==> config.mk <==
export PLATFORM = sky130hd
export DESIGN_NAME = fib_check
export DESIGN_NICKNAME = d
export VERILOG_FILES = /design/src/rtl/fib_check.sv
export SDC_FILE = /design/constraint.sdc
export NUM_CORES = 1
export LEC_CHECK = 0
export CAP_MARGIN = 15
export CORE_MARGIN = 5
export CORE_UTILIZATION = 55
export DETAILED_ROUTE_END_ITERATION = 16
export GPL_ROUTABILITY_DRIVEN = 0
export HOLD_SLACK_MARGIN = 0.02
export PLACE_DENSITY = 0.93
export SYNTH_ARGS = -nofsm -noshare
export SYNTH_HDL_FRONTEND = slang
export SYNTH_SLANG_ARGS = --single-unit
==> constraint.sdc <==
create_clock -name clk -period 6.77 [get_ports clk]
set_clock_uncertainty 0.05 [all_clocks]
set_input_delay 1.6925 -clock clk [delete_from_list [all_inputs] [get_ports clk]]
set_output_delay 1.6925 -clock clk [all_outputs]
set_load 0.005 [all_outputs]
==> src/rtl/fib_check.sv <==
// fib_check: receive-side checker for a Fibonacci term stream.
// Captures the first two accepted terms as seeds and checks each later term
// against the sum of the previous two.
// Optional feature macro: FIB_CHECK_WRAP_EN. When defined, sums wrap modulo
// 2^WIDTH. When undefined, a carry out of the sum is reported as an overflow.
module fib_check #(
   parameter int unsigned WIDTH   = 6,
   parameter int unsigned MAX_LEN = 32
) (
   input  logic                           clk,
   input  logic                           rst,
   input  logic                           start,
   input  logic                           in_valid,
   input  logic [WIDTH-1:0]               in_data,
   output logic                           in_ready,
   output logic                           busy,
   output logic                           pass,
   output logic                           fail,
   output logic                           ovf,
   output logic [$clog2(MAX_LEN)-1:0]     err_idx,
   output logic [$clog2(MAX_LEN+1)-1:0]   count,
   output logic [WIDTH-1:0]               seed0,
   output logic [WIDTH-1:0]               seed1
);

   localparam int unsigned IW = $clog2(MAX_LEN);
   localparam int unsigned CW = $clog2(MAX_LEN + 1);
   localparam logic [CW-1:0] LAST = CW'(MAX_LEN);

   typedef enum logic [2:0] {
      S_IDLE,
      S_SEED0,
      S_SEED1,
      S_CHECK,
      S_DONE,
      S_FAIL
   } state_t;

   state_t            state, state_n;
   logic [WIDTH-1:0]  r0, r1, r0_n, r1_n;
   logic [WIDTH-1:0]  seed0_n, seed1_n;
   logic              ovf_n;
   logic [IW-1:0]     err_idx_n;
   logic [CW-1:0]     count_n, count_inc;
   logic              xfer;
   logic              carry;
   logic [WIDTH-1:0]  exp_lo;

`ifdef FIB_CHECK_WRAP_EN
   // Truncating generator: only the low bits of the sum are meaningful.
   always_comb begin
      exp_lo = r0 + r1;
      carry  = 1'b0;
   end
`else
   logic [WIDTH:0]    exp_full;

   // Full-width sum so a carry out can be flagged as overflow.
   always_comb begin
      exp_full = {1'b0, r0} + {1'b0, r1};
      exp_lo   = exp_full[WIDTH-1:0];
      carry    = exp_full[WIDTH];
   end
`endif

   // Handshake and status decode; start blocks any beat in its cycle.
   always_comb begin
      busy     = (state == S_SEED0) || (state == S_SEED1) || (state == S_CHECK);
      in_ready = busy && !start;
      xfer     = in_valid && in_ready;
      pass     = (state == S_DONE);
      fail     = (state == S_FAIL);
   end

   // Next-state and datapath update.
   always_comb begin
      state_n   = state;
      r0_n      = r0;
      r1_n      = r1;
      seed0_n   = seed0;
      seed1_n   = seed1;
      ovf_n     = ovf;
      err_idx_n = err_idx;
      count_inc = count + 1'b1;
      count_n   = count;

      if (start) begin
         state_n   = S_SEED0;
         r0_n      = '0;
         r1_n      = '0;
         seed0_n   = '0;
         seed1_n   = '0;
         ovf_n     = 1'b0;
         err_idx_n = '0;
         count_n   = '0;
      end else begin
         unique case (state)
            S_SEED0: begin
               if (xfer) begin
                  seed0_n = in_data;
                  r0_n    = in_data;
                  count_n = count_inc;
                  state_n = S_SEED1;
               end
            end
            S_SEED1: begin
               if (xfer) begin
                  seed1_n = in_data;
                  r1_n    = in_data;
                  count_n = count_inc;
                  state_n = S_CHECK;
               end
            end
            S_CHECK: begin
               if (xfer) begin
                  count_n = count_inc;
                  r0_n    = r1;
                  r1_n    = in_data;
                  if (carry) begin
                     state_n   = S_FAIL;
                     ovf_n     = 1'b1;
                     err_idx_n = count[IW-1:0];
                  end else if (exp_lo != in_data) begin
                     state_n   = S_FAIL;
                     ovf_n     = 1'b0;
                     err_idx_n = count[IW-1:0];
                  end else if (count_inc == LAST) begin
                     state_n   = S_DONE;
                  end
               end
            end
            default: begin
               state_n = state;
            end
         endcase
      end
   end

   // State and datapath registers; reset has priority over start.
   always_ff @(posedge clk) begin
      if (rst) begin
         state   <= S_IDLE;
         r0      <= '0;
         r1      <= '0;
         seed0   <= '0;
         seed1   <= '0;
         ovf     <= 1'b0;
         err_idx <= '0;
         count   <= '0;
      end else begin
         state   <= state_n;
         r0      <= r0_n;
         r1      <= r1_n;
         seed0   <= seed0_n;
         seed1   <= seed1_n;
         ovf     <= ovf_n;
         err_idx <= err_idx_n;
         count   <= count_n;
      end
   end

endmodule

==> metrics <==
outcome=finished clean; post-CTS setup buffers=0; critical path depth=3; maxcap violations=0; FF-to-FF Start=r1[0]; r2r worst-path depth=10; Initial Utilization=56.9%; crit end category=primary output; Die ar.=4730 µm²; most used cell, CP=clkdlybuf4s50_1; hold crit path type=reg -> reg; max-slew violations=0; worst r2r dst=state[2]; top area cells in the synthesized netlist=dfxtp_1, mux2i_1, nor2_1; PortBufs=37; Core Region=3340 µm²; Rel. slew slack=50.3%; leakage=0.878 nW; period utilization=66.9%; Synth area leader=dfxtp_1; layout cell share with drive strength beyond 1=7.26%; routed wire length per instance=14.6 µm; first-pass GRT wire length=7.29 mm; sw frac=24.3%; Crit path buffers/inverters=2; drt drc=0; number of global-route vias before repair=1,651; Setup Viol. Count Final=0; antenna-violating nets left=0; biggest cell delay along the critical path=0.51 ns; iteration count of the initial detailed-routing pass=4; Internal Power=0.306 mW; Top delay family on crit path=buffers and inverters; CP startpoint kind=input pin; WP data arrival=2.79 ns; CTS tree=yes; synthesized flop and latch total=39; worst-skew pair later-pin latency=0.37 ns; YS warnings=0; Power Total=0.405 mW; H-tree levels=2; flop2flop setup slack=3.92 ns; Mean Syn Cell Area=8.91 µm²; row cnt=21; sequential power share=57.9%; Placed Cells incl. Taps=286; worst-margin pin slew=0.743 ns; Total Routing Usage GR=20.6%; die width=68.7 µm; Die Height=68.7 µm; total wire length=4.28 mm; non-filler instance count after layout=294; worst vdd ir=0.132 mV; master of the slowest instance on the critical path=clkdlybuf4s50_1; crit path max fanout=4; CP cell instances=clkdlybuf4s50_1 -> nor2_1 -> clkdlybuf4s50_1; CP required=5.03 ns; Area growth syn-to-layout=23.5%; Post-DP HPWL=3.02 mm; IO Pins=38; Crit. Startpoint=start; DR iter-0 viols=116; Crit Path Class=in -> out; Multi-input gate area=1050 µm²; post_cts resized=0; register area share after synthesis=41.1%; Vias/cell=5.53; pwr/cell area=173 nW/µm²; CTS Buf Count=5; hold buffers post-CTS=0; fin nets=265; post-synthesis cell type count=42; total clock sinks=39; Syn Std Cell Area=1900 µm²; Worst Setup EP=in_ready; combinational share of power=7.9%; hold slack=0.441 ns; CTS Buffer Depth=2; initial antenna violation count=0; fraction of registers with async set/reset=0%; via count=1,626; RSZ-0062 raised after global routing=no; total grt overflow=0; syn nets=231; Sw Pwr=0.0984 mW; largest net degree at the start of global routing=39; Root Buffer=clkbuf_4; fillers=265; Synth top area share=41.1%; clock share of power=34.2%; post-synthesis cell count=213; Final Hold Vio Count=0; Max Fclk=0.221 GHz; ant diodes=0; EDFF count, synth=0; setup tns final=0 ns; minimum clock period=4.53 ns; dominant synthesized flop cell=dfxtp_1; register area=781 µm²; clock-pin slew on the worst setup and hold paths=0.11 ns
-- kinds of logic after synthesis --
| family | Yosys count | synth area share, % |
|---|---|---|
| AO/OA/AOI/OAI | 41 | 14.8 |
| buffers and inverters | 14 | 3.69 |
| flip-flops | 39 | 41.1 |
| AND/OR/NAND/NOR | 80 | 19.2 |
| XOR/XNOR | 14 | 6.46 |
| adder cells (fa/ha/maj) | 8 | 5.67 |
| multiplexers | 17 | 8.96 |
-- flip-flops by register name, summed over array words and instances (netlist names) --
register,count
seed1,6
seed0,6
count,6
ovf,1
r1,6
err_idx,5
state,3
r0,6
-- power by group through the flow --
stage	clock, mW	sequential, mW	combinational [mW]
3_5_place_dp	0	0.239	0.0317
3_3_place_gp	0	0.239	0.0310
4_1_cts	0.141	0.234	0.0319
2_1_floorplan	0	0.238	0.0196
5_1_grt	0.153	0.235	0.0349
6_report	0.139	0.234	0.0319
-- cell usage after synthesis, drive strengths merged (2+ instances only) --
cell     n
inv      4
xor2     8
buf      3
clkbuf   7
and2     2
o21ai    9
or2      2
nand2   22
nor2    38
nand4    3
nand2b   2
xnor2    6
a211oi   7
a21oi   16
nand3b   2
dfxtp   39
mux2i   17
a21o     2
ha       7
-- final cells by class --
| class | instances | area share [%] |
|---|---|---|
| inverters | 4 | 0.641 |
| flip-flops and latches | 39 | 33.3 |
| clock inverters | 1 | 0.320 |
| multi-input cells | 160 | 44.7 |
| well taps | 46 | 2.46 |
| repair buffers | 37 | 15.8 |
| clock buffers | 7 | 2.78 |
-- routing by layer --
layer	wire length, µm	GRT usage (%)	vias up
met4	67	10.7	0
met5	0	0	-
met2	2170	34.3	33
met3	166	4.70	6
li1	-	-	799
met1	1890	24.7	788
-- cells in the final DEF, fill, tap and decap left out, types with 3 or more instances in the layout --
master            n
a211oi_1          6
a21oi_1          15
clkbuf_4          5
clkdlybuf4s50_1  37
dfxtp_1          39
ha_1              7
inv_1             4
mux2i_1          17
nand2_1          22
nand4_1           3
nor2_1           37
o21ai_0           9
xnor2_1           6
xor2_1            8
-- worst min-delay path by stage --
stage | start | to | slack, ns | cells past startpoint
3_3_place_gp | seed1[2] | seed1[2] | 0.41 | 2
2_1_floorplan | r1[0] | r1[0] | 0.40 | 2
4_1_cts | seed1[1] | seed1[1] | 0.43 | 2
5_1_grt | seed1[1] | seed1[1] | 0.47 | 2
3_5_place_dp | seed1[1] | seed1[1] | 0.42 | 2
6_report | seed1[1] | seed1[1] | 0.44 | 2
-- per-stage QoR --
step | cell area (µm²) | worst slack, ns | util, %
6_report | 2340 | 2.24 | 70.2
5_1_grt | 2340 | 2.23 | 70.2
4_1_cts | 2340 | 2.25 | 70.2
3_5_place_dp | 2270 | 2.25 | 68.1
3_3_place_gp | 2270 | 2.28 | 68.1
2_1_floorplan | 1900 | 3.23 | -
-- worst reg2reg max path, cell delays in order (launching register included) --
cell	delay (ns)
dfxtp_1	0.38
ha_1	0.20
inv_1	0.06
fa_1	0.40
xnor2_1	0.22
xnor2_1	0.14
nand4_1	0.24
a311o_2	0.42
o31ai_1	0.30
nor2_1	0.11
o21ba_2	0.21
Power figures use the tool's default switching activity.
